--- src/rtl/core_mem_ctrl.sv ---
`default_nettype none
// ============================================================================
// Module   : core_mem_ctrl
// Purpose  : Bridges single-word load/store strobes from the core controller
//            to a request/grant memory port with a separate read-data valid.
//            Rejects misaligned or conflicting strobes without touching memory,
//            and bounds both the grant wait and the read-data wait.
// Ports    : clk_i, rst_i              clock, synchronous active-high reset
//            re_mem_i, we_mem_i        read / write strobes (IDLE only)
//            addr_i, wdata_i           byte address, store data
//            busy_o, done_o, err_o     status; done_o is a one-cycle pulse
//            rdata_o                   last successfully read word
//            mem_req_o, mem_we_o,      memory request side, all zero while
//            mem_addr_o, mem_wdata_o   no request is outstanding
//            mem_gnt_i, mem_rvalid_i,  memory grant / read-data return
//            mem_rdata_i
// Revision : 1.0  initial release
// ============================================================================
module core_mem_ctrl #(
    parameter int DATA_W  = 32,
    parameter int ADDR_W  = 32,
    parameter int TIMEOUT = 16
) (
    input  logic              clk_i,
    input  logic              rst_i,
    input  logic              re_mem_i,
    input  logic              we_mem_i,
    input  logic [ADDR_W-1:0] addr_i,
    input  logic [DATA_W-1:0] wdata_i,
    output logic              busy_o,
    output logic              done_o,
    output logic              err_o,
    output logic [DATA_W-1:0] rdata_o,
    output logic              mem_req_o,
    output logic              mem_we_o,
    output logic [ADDR_W-1:0] mem_addr_o,
    output logic [DATA_W-1:0] mem_wdata_o,
    input  logic              mem_gnt_i,
    input  logic              mem_rvalid_i,
    input  logic [DATA_W-1:0] mem_rdata_i
);

    localparam int         c_CNT_W   = 8;
    localparam logic [7:0] c_TIMEOUT = 8'(TIMEOUT);

    typedef enum logic [1:0] {
        S_IDLE   = 2'd0,
        S_REQ    = 2'd1,
        S_WAIT_R = 2'd2,
        S_RESP   = 2'd3
    } state_t;

    state_t              r_state_q, w_state_d;
    logic [ADDR_W-1:0]   r_addr_q,  w_addr_d;
    logic [DATA_W-1:0]   r_wdata_q, w_wdata_d;
    logic [DATA_W-1:0]   r_rdata_q, w_rdata_d;
    logic                r_we_q,    w_we_d;
    logic                r_err_q,   w_err_d;
    logic [c_CNT_W-1:0]  r_cnt_q,   w_cnt_d;

    logic [c_CNT_W-1:0]  w_cnt_inc;
    logic                w_timeout;
    logic                w_strobe_ok;
    logic                w_strobe_bad;
    logic                w_req;

    // The wait counter holds the number of cycles already spent in the
    // current wait state; the last allowed cycle is the one where the
    // incremented value would reach TIMEOUT. An event in that same cycle
    // still wins because it is tested first below.
    assign w_cnt_inc    = r_cnt_q + 8'd1;
    assign w_timeout    = (w_cnt_inc == c_TIMEOUT);
    assign w_strobe_ok  = (re_mem_i ^ we_mem_i) && (addr_i[1:0] == 2'b00);
    assign w_strobe_bad = (re_mem_i || we_mem_i) && !w_strobe_ok;

    always_comb begin
        w_state_d = r_state_q;
        w_addr_d  = r_addr_q;
        w_wdata_d = r_wdata_q;
        w_rdata_d = r_rdata_q;
        w_we_d    = r_we_q;
        w_err_d   = r_err_q;
        w_cnt_d   = r_cnt_q;

        unique case (r_state_q)
            S_IDLE: begin
                if (w_strobe_ok) begin
                    // Address is word-aligned here, so the latched copy is
                    // already the memory address.
                    w_addr_d  = addr_i;
                    w_wdata_d = wdata_i;
                    w_we_d    = we_mem_i;
                    w_err_d   = 1'b0;
                    w_cnt_d   = '0;
                    w_state_d = S_REQ;
                end else if (w_strobe_bad) begin
                    w_err_d   = 1'b1;
                    w_state_d = S_RESP;
                end
            end
            S_REQ: begin
                if (mem_gnt_i) begin
                    w_cnt_d   = '0;
                    w_state_d = r_we_q ? S_RESP : S_WAIT_R;
                end else if (w_timeout) begin
                    w_err_d   = 1'b1;
                    w_state_d = S_RESP;
                end else begin
                    w_cnt_d   = w_cnt_inc;
                end
            end
            S_WAIT_R: begin
                if (mem_rvalid_i) begin
                    w_rdata_d = mem_rdata_i;
                    w_state_d = S_RESP;
                end else if (w_timeout) begin
                    w_err_d   = 1'b1;
                    w_state_d = S_RESP;
                end else begin
                    w_cnt_d   = w_cnt_inc;
                end
            end
            S_RESP: begin
                w_cnt_d   = '0;
                w_state_d = S_IDLE;
            end
            default: w_state_d = S_IDLE;
        endcase
    end

    always_ff @(posedge clk_i) begin
        if (rst_i) begin
            r_state_q <= S_IDLE;
            r_addr_q  <= '0;
            r_wdata_q <= '0;
            r_rdata_q <= '0;
            r_we_q    <= 1'b0;
            r_err_q   <= 1'b0;
            r_cnt_q   <= '0;
        end else begin
            r_state_q <= w_state_d;
            r_addr_q  <= w_addr_d;
            r_wdata_q <= w_wdata_d;
            r_rdata_q <= w_rdata_d;
            r_we_q    <= w_we_d;
            r_err_q   <= w_err_d;
            r_cnt_q   <= w_cnt_d;
        end
    end

    // Memory-side outputs are gated so the bus reads as all-zero whenever
    // no request is outstanding.
    assign w_req       = (r_state_q == S_REQ);
    assign mem_req_o   = w_req;
    assign mem_we_o    = w_req & r_we_q;
    assign mem_addr_o  = w_req ? {r_addr_q[ADDR_W-1:2], 2'b00} : '0;
    assign mem_wdata_o = w_req ? r_wdata_q : '0;

    assign busy_o  = (r_state_q != S_IDLE);
    assign done_o  = (r_state_q == S_RESP);
    assign err_o   = (r_state_q == S_RESP) & r_err_q;
    assign rdata_o = r_rdata_q;

endmodule
`default_nettype wire

--- config.mk ---
export PLATFORM = sky130hd
export DESIGN_NAME = core_mem_ctrl
export DESIGN_NICKNAME = d
export VERILOG_FILES = /design/src/rtl/core_mem_ctrl.sv
export SDC_FILE = /design/constraint.sdc
export NUM_CORES = 1
export LEC_CHECK = 0
export BUFFER_PORTS_ARGS = -buffer_cell sky130_fd_sc_hd__buf_2
export CORE_MARGIN = 5
export CORE_UTILIZATION = 42
export CTS_CLUSTER_SIZE = 24
export DETAILED_ROUTE_END_ITERATION = 12
export GPL_TIMING_DRIVEN = 0
export PLACE_DENSITY = 0.76
export SETUP_SLACK_MARGIN = 0.1
export SYNTH_ARGS = -nofsm -noshare
export SYNTH_HDL_FRONTEND = slang
export SYNTH_SLANG_ARGS = --single-unit
export TNS_END_PERCENT = 10
--- constraint.sdc ---
create_clock -name clk_i -period 1.8 [get_ports clk_i]
set_input_delay 0.18 -clock clk_i [delete_from_list [all_inputs] [get_ports clk_i]]
set_output_delay 0.18 -clock clk_i [all_outputs]
set_load 0.005 [all_outputs]
## Yosys cells after proc, flatten, opt, wreduce, memory -nomap -nowiden

Index checks and enable logic that the tools add are counted.

- Input port bits: 102
- Register bits after elaboration: 108
- Output and inout port bits: 101

- Reduce and logical (&&, ||, !) cells: 12
- Bitwise logic cells: 3
- Multiplexer cells: 20
- $add $sub $neg: 1
- Equal/unequal tests: 8

Operators by type and width:

| kind | count |
|---|---|
| $mux 32 | 2 |
| $mux 8 | 4 |
| $pmux 8 s4 | 1 |
| $mux 2 | 5 |
| $add 8x1->8 const B | 1 |
| $eq 8x5->1 const B | 1 |
| $pmux 2 s4 | 1 |
| $mux 1 | 6 |
| $ne 2x2->1 const B | 3 |
| $reduce_and 2->1 | 3 |
| $eq 2x2->1 const B | 2 |
| $logic_not 2->1 | 2 |
| $reduce_and 4->1 | 1 |
| $ne 3x3->1 const B | 1 |
| $pmux 1 s3 | 1 |
| $reduce_bool 3->1 | 1 |
| $and 1x1->1 | 2 |
| $eq 2x1->1 const B | 1 |
| $logic_and 1x1->1 | 2 |
| $reduce_bool 2->1 | 1 |
| $logic_not 1->1 | 1 |
| $logic_or 1x1->1 | 1 |
| $xor 1x1->1 | 1 |

## Depth between registers and ports, before layout

Gate-level depths: netlist (run 1).

- Depth in word-level cells: 7
- Mapped depth: 9

## Least setup slack after synthesis (run 1)

No wires, ideal clock.

- Path kind: input to register
- Start: in re_mem_i
- End: reg r_wdata_q[12]
- Arrival: 1.718 ns
- Stages: 9
- Setup time: 0.135 ns
- Setup slack: -0.053 ns
- Path through: inv_1 ha_1 or3b_1 buf_2 or2_2 clkbuf_1 clkbuf_1 nand2_1 a21oi_1

- Cells in the longest elaborated chain, start to end: 3

Ends and longest elaborated chain:

| what | RTL line | source |
|---|---|---|
| from (decl) | 26 | `input logic re_mem_i,` |
| $xor 1x1->1 | 73 | `assign w_strobe_ok = (re_mem_i ^ we_mem_i) && (addr_i[1:0] == 2'b00);` |
| $logic_and 1x1->1 | 73 |  |
| $reduce_and 2->1 (no line) | -- |  |
| to (signal assigned) | 143 | `r_wdata_q <= w_wdata_d;` |
| to (decl) | 55 | `logic [DATA_W-1:0] r_wdata_q, w_wdata_d;` |

Every way passes these cells.
A chain may end at the register's enable or synchronous reset.

## Worst setup path in the final report (run 1)

- Start: reg r_cnt_q[0]
- End: reg r_cnt_q[0]

- Cells in the longest elaborated chain, start to end: 5

Ends and longest elaborated chain:

| what | RTL line | source |
|---|---|---|
| from (decl) | 59 | `logic [c_CNT_W-1:0] r_cnt_q, w_cnt_d;` |
| from (signal assigned) | 147 | `r_cnt_q <= w_cnt_d;` |
| $add 8x1->8 | 71 | `assign w_cnt_inc = r_cnt_q + 8'd1;` |
| $eq 8x5->1 | 72 | `assign w_timeout = (w_cnt_inc == c_TIMEOUT);` |
| $mux 8 * | 105, 116 |  |
| $mux 8 (on tied branches) | 113, 102 |  |
| $pmux 8 s4 * | 85 | `unique case (r_state_q)` |

Mark *: on every way between the ends. The rest lies on a longest branch, timed or not. The select of a mux whose other input is x is not followed.

==> impl_metrics.yaml, run 1 <==
synthesis:
  avgSynthCellArea_sq_um: 7.62
  yosysSeqAreaShare_pct: 47.7
  synthAdderAreaFrac_pct: 1.69
  synth_simple_gate_area_share_pct: 30.9
  synth_top_area_share_pct: 47.7
  synth-compound-area-share_pct: 14.6
  synth_top_family_by_area: "simple AND/OR/NAND/NOR gates"
  synth.distinct_cells: 38
  synth_warnings: 0
  synth_cells: 583
  synth_area_leaders: "dfxtp_1 (48%), nand2_1 (17%), a21oi_1 (12%)"
  synth_xor_area_share_pct: 0.394
  yosys.area.top_type: "dfxtp_1"
  synth-seq-cells: 106
  syn_area_sq_um: 4440
  synth.area.mux_share_pct: 0
worst_hold_path:
  hold_end: "rdata_o[27]"
  holdCritPathClass: "primary input to register"
  hold_start: "mem_rdata_i[27]"
  worstHoldPathCells: 3
cells_and_area:
  multi_input_area_sq_um: 2360
  instances_no_fill: 962
  drive_gt1_share_pct: 42.9
  area_growth_pct: 57.1
  diodes: 0
  final_cell_mix: "nand2_1 (199), buf_2 (142), a21oi_1 (103)"
  seqCellArea_sq_um: 2140
  nFillCells: 846
  final_common_cell: "nand2_1"
  design_area_sq_um: 6980
  fin_nets: 929
sta:
  min_period_ns: 1.87
  min_period_over_period_pct: 104
  relSlewSlack_pct: 59.1
  grt_setup_unrepaired: "true"
  worst_pin_slew_ns: 0.613
  hold_violations: 0
  max_freq_mhz: 535
  setup_viol: 5
  drv_slew: 0
  setup_ws_ns: -0.0685
  fin_worst_skew_ns: 0.00408
grt:
  grtUsageTotal_pct: 21.0
  grt_overflow: 0
  grt_max_degree: 17
  grt_pass1_wl_mm: 22.0
  grt_pass1_vias: 4729
  antenna_found_initial: 0
placement:
  dp_hpwl_mm: 9.93
  io_buffers: 199
  dp_cells: 919
  place_congestion: 0.869
  dpl_cell_area_sq_um: 5700
route:
  first_pass_iters: 5
  met2_wirelength_mm: 7.51
  vias: 4816
  dr.max_layer_used: "met4"
  met1_length_mm: 5.60
  first_iter_violations: 372
  routedWlPerCell_um: 15.3
  drcViolationCount: 0
  ant_nets: 0
  vias_per_cell: 5.01
  dr_wl_met3_mm: 1.33
  routed_wl_mm: 14.7
clock_tree:
  clk_path_buf_depth: 2
  htreeDepth: 3
  clk_latency_ns: 0.36
  tritoncts: "yes"
  cts_hold_buf: 0
  cts-root-buf: "clkbuf_8"
  path_clk_slew_ns: 0.10
  cts_buffers: 9
  clock-sinks: 106
pwr:
  p_per_area_nw_per_um2: 980
  power_switching_uw: 2040
  p_sw_share_pct: 29.8
  combPwrFrac_pct: 32.3
  p_leak_uw: 0.00306
  peakVddDrop_mv: 0.603
  p_clk_share_pct: 27.4
  seq_power_share_pct: 40.3
  intPower_uw: 4800
worst_setup_path:
  crit_type: "register to register"
  end_kind: "register"
  rr_worst_depth: 8
  timing.rr.end: "r_cnt_q[0]"
  slowest_delay_ns: 0.38
  crit_fanout: 6
  start_kind: "register"
  cp_slowest_cell: "dfxtp_4"
  r2r_slack_ns: -0.07
  cp_cell_sequence: "ha_4, nor4b_4, nand3_1, a311oi_2, buf_4, buf_6, o21ai_1, a21oi_1"
  cp.required_ns: 2.08
  crit_arrival_ns: 2.15
  r2r-start: "r_cnt_q[0]"
floorplan:
  rows: 37
  io_pins: 203
  core-area_sq_um: 10300
  dieArea_sq_um: 12700
  die_h_um: 113
  die_x_um: 113
  start_util_pct: 43.0
run_status:
  violations: "setup timing"
  status: "finished, violations left"
job:
  cap_violations: 0
==> cells in the mapped netlist, drive strengths merged <==
library cell  count
clkbuf           35
a21oi           105
and4              1
a2111oi           1
nor3              4
o31ai             1
xor2              2
a311oi            1
a41o              1
nor3b             1
and3              1
nand3b            1
nor4b             1
nor4              1
or2               1
a21o              1
nor2b             3
o21ai             6
ha                6
nand2           200
conb              1
or3b              1
a221oi            1
nand4             3
or4               1
and4b             1
dfxtp           106
nor2              5
a2111o            1
buf               8
and2             66
nand3             6
inv               7
or3               3
==> layer usage <==
metal	track usage (%)	vias up
met1	23.8	2223
met4	6.17	0
li1	-	2363
met5	0	-
met3	7.22	29
met2	37.2	201
==> cells by family (layout without fill, tap and decap cells) <==
logic type,Yosys count,count (layout)
buffers and inverters,50,292
xor gates and xnor gates,2,2
AOI/OAI and AO/OA,118,118
adders and majority gates,6,6
and+or+nand+nor,300,300
DFF,106,106
other,1,2
==> what timing repair did <==
item | in CTS | in global routing
hold endpoints to repair | 0 | 0
pin swaps | 11 | 53
buffers inserted | 14 | 7
endpoints found under the setup margin | 167 | 158
resized for setup | 63 | 144
cloned | 5 | 2
==> state kept, by name, indices dropped and copies added, names as in the netlist <==
signal	cells
r_state_q	2
r_wdata_q	32
r_addr_q	30
rdata_o	32
r_we_q	1
r_err_q	1
r_cnt_q	8
==> worst max-delay path: cells and delay by family, from the launching register on <==
kind | cells | cell delay [ns]
compound gates | 3 | 0.53
fa+ha+maj | 1 | 0.18
simple gates | 2 | 0.35
buf+inv | 2 | 0.34
flops | 1 | 0.38
==> per-stage QoR <==
| step | worst slack (ns) | hold WS, ns | util [%] | setup TNS (ns) | power [uW] |
|---|---|---|---|---|---|
| floorplan | 0.0675 | 0.316 | - | 0 | 3670 |
| global placement | -0.469 | 0.420 | 55.2 | -38.30 | 4170 |
| detailed placement | -0.528 | 0.426 | 55.2 | -41.52 | 4240 |
| CTS | 0.0275 | 0.0251 | 61.4 | 0 | 6510 |
| global route | -0.189 | 0.0209 | 67.6 | -1.23 | 7230 |
| finish | -0.0685 | 0.0387 | 67.6 | -0.175 | 6840 |
==> power by group through the flow <==
stage / Combinational [uW] / Clock, uW / Sequential, uW
after floorplan: 918 / 0 / 2750
after global placement: 1420 / 0 / 2760
after detailed placement: 1460 / 0 / 2770
after CTS: 1860 / 1920 / 2730
after global routing: 2420 / 2030 / 2780
final: 2210 / 1880 / 2750
==> layout make-up <==
type	instances	share of cell area, %
multi-input cells	428	33.8
flip-flops and latches	106	30.7
repair buffers	226	23.7
plain buffers	43	5.18
well taps	136	2.44
clock buffers	11	2.02
clock inverters	5	1.79
inverters	7	0.412
==> worst max path at each step <==
| stage | startpoint | endpoint | cells past startpoint |
|---|---|---|---|
| CTS | r_cnt_q[2] | r_cnt_q[1] | 7 |
| floorplan | re_mem_i | r_cnt_q[6] | 8 |
| global placement | we_mem_i | r_wdata_q[27] | 9 |
| finish | r_cnt_q[0] | r_cnt_q[0] | 8 |
| global route | r_cnt_q[0] | r_cnt_q[0] | 8 |
| detailed placement | we_mem_i | r_wdata_q[19] | 9 |
(Power assumes the default switching activity.)
==> run 2, diff against run 1 <==
RECOVER_POWER = 100   (was unset)
==> impl_metrics.yaml, run 2 (synthesis gave the netlist of run 1 again) <==
route:
  routedWlPerCell_um: 15.3
  drcViolationCount: 0
  routed_wl_mm: 14.7
  vias: 4798
  first_pass_iters: 4
  first_iter_violations: 383
  ant_nets: 0
  vias_per_cell: 4.99
floorplan:
  rows: 37
  start_util_pct: 43.0
  die_x_um: 113
  die_h_um: 113
  io_pins: 203
  core-area_sq_um: 10300
  dieArea_sq_um: 12700
sta:
  relSlewSlack_pct: 59.1
  fin_worst_skew_ns: 0.00410
  min_period_over_period_pct: 103
  max_freq_mhz: 538
  drv_slew: 0
  setup_viol: 6
  worst_pin_slew_ns: 0.614
  grt_setup_unrepaired: "true"
  setup_ws_ns: -0.0603
  hold_violations: 0
  setup_total_negative_slack_ns: -0.189
  min_period_ns: 1.86
  hold_ws_ns: 0.0397
pwr:
  p_leak_uw: 0.00290
  finalPower_uw: 6690
  peakVddDrop_mv: 0.602
  p_per_area_nw_per_um2: 984
worst_setup_path:
  cp_cell_sequence: "ha_4, nor4b_4, nand3_1, a311oi_2, buf_4, buf_6, o21ai_1, a21oi_1"
  crit_arrival_ns: 2.14
  timing.rr.end: "r_cnt_q[0]"
  crit_fanout: 6
  crit_type: "register to register"
  cp_slowest_cell: "dfxtp_4"
  start_kind: "register"
  cp.required_ns: 2.08
  slowest_delay_ns: 0.38
  rr_worst_depth: 8
  r2r_slack_ns: -0.06
  end_kind: "register"
  r2r-start: "r_cnt_q[0]"
clock_tree:
  clock-sinks: 106
  htreeDepth: 3
  cts-root-buf: "clkbuf_8"
  clk_path_buf_depth: 2
  tritoncts: "yes"
  clk_latency_ns: 0.36
  cts_hold_buf: 0
  path_clk_slew_ns: 0.10
  cts_buffers: 9
cells_and_area:
  design_area_sq_um: 6800
  fin_nets: 929
  drive_gt1_share_pct: 38.9
  area_growth_pct: 52.9
  final_common_cell: "nand2_1"
  finalCoreUtilization_pct: 65.8
  diodes: 0
  nFillCells: 899
  final_cell_mix: "nand2_1 (199), buf_2 (120), a21oi_1 (103)"
grt:
  antenna_found_initial: 0
  grt_pass1_vias: 4729
  grtUsageTotal_pct: 21.0
  grt_max_degree: 17
  grt_overflow: 0
  grt_pass1_wl_mm: 22.0
worst_hold_path:
  worstHoldPathCells: 3
  hold_start: "mem_rdata_i[27]"
  hold_end: "rdata_o[27]"
  holdCritPathClass: "primary input to register"
placement:
  dp_hpwl_mm: 9.93
  place_congestion: 0.869
  dpl_cell_area_sq_um: 5700
  io_buffers: 199
run_status:
  status: "finished, violations left"
  violations: "setup timing"
job:
  cap_violations: 0
[run 2: cell types whose count changed in the layout (fill, tap and decap cells not counted), sizes merged]
| cell | before | now |
|---|---|---|
| clkbuf | 40 | 76 |
| buf | 240 | 204 |
[run 2: through the flow]
stage               worst slack, ns  cells
floorplan                    0.0675    584
finish                      -0.0603    962
global route                 -0.189    962
global placement             -0.469    919
CTS                          0.0275    954
detailed placement           -0.528    919
[run 2: metal layers]
metal / up-vias / GRT usage [%] / part of all wire (%)
met1: 2193 / 23.8 / 38
li1: 2358 / - / -
met2: 222 / 37.2 / 51
met3: 25 / 7.22 / 9.0
met5: - / 0 / 0
met4: 0 / 6.17 / 1.7
[run 2: how the worst max path moves through the flow]
stage,start,end
global route,r_cnt_q[0],r_cnt_q[0]
detailed placement,we_mem_i,r_wdata_q[19]
finish,r_cnt_q[0],r_cnt_q[0]
global placement,we_mem_i,r_wdata_q[27]
CTS,r_cnt_q[2],r_cnt_q[1]
floorplan,re_mem_i,r_cnt_q[6]
[run 2: timing repair]
action	in CTS	in global routing
cloned	5	2
resized for setup	63	144
pin swaps	11	53
buffers inserted	14	7
setup endpoints to repair	167	158
[run 2: worst max-delay path, delay by kind of cell (launching register included)]
family	cells	cell delay, ns
AO/OA/AOI/OAI	3	0.52
adder cells (fa/ha/maj)	1	0.18
buffers and inverters	2	0.35
flip-flops	1	0.38
AND/OR/NAND/NOR	2	0.35
[run 2: layout make-up]
cell class	instances	area [sq um]	area share [%]
plain buffers	43	335	4.93
repair buffers	226	1510	22.2
well taps	136	170	2.50
multi-input cells	428	2350	34.5
flip-flops and latches	106	2140	31.5
clock buffers	11	141	2.08
inverters	7	28.8	0.423
clock inverters	5	125	1.84
[run 2: where the power goes]
group | switching [uW] | leakage [uW] | internal (uW)
sequential | 162 | 0.000863 | 2590
clock | 779 | 0.000134 | 1100
combinational | 1080 | 0.00191 | 981
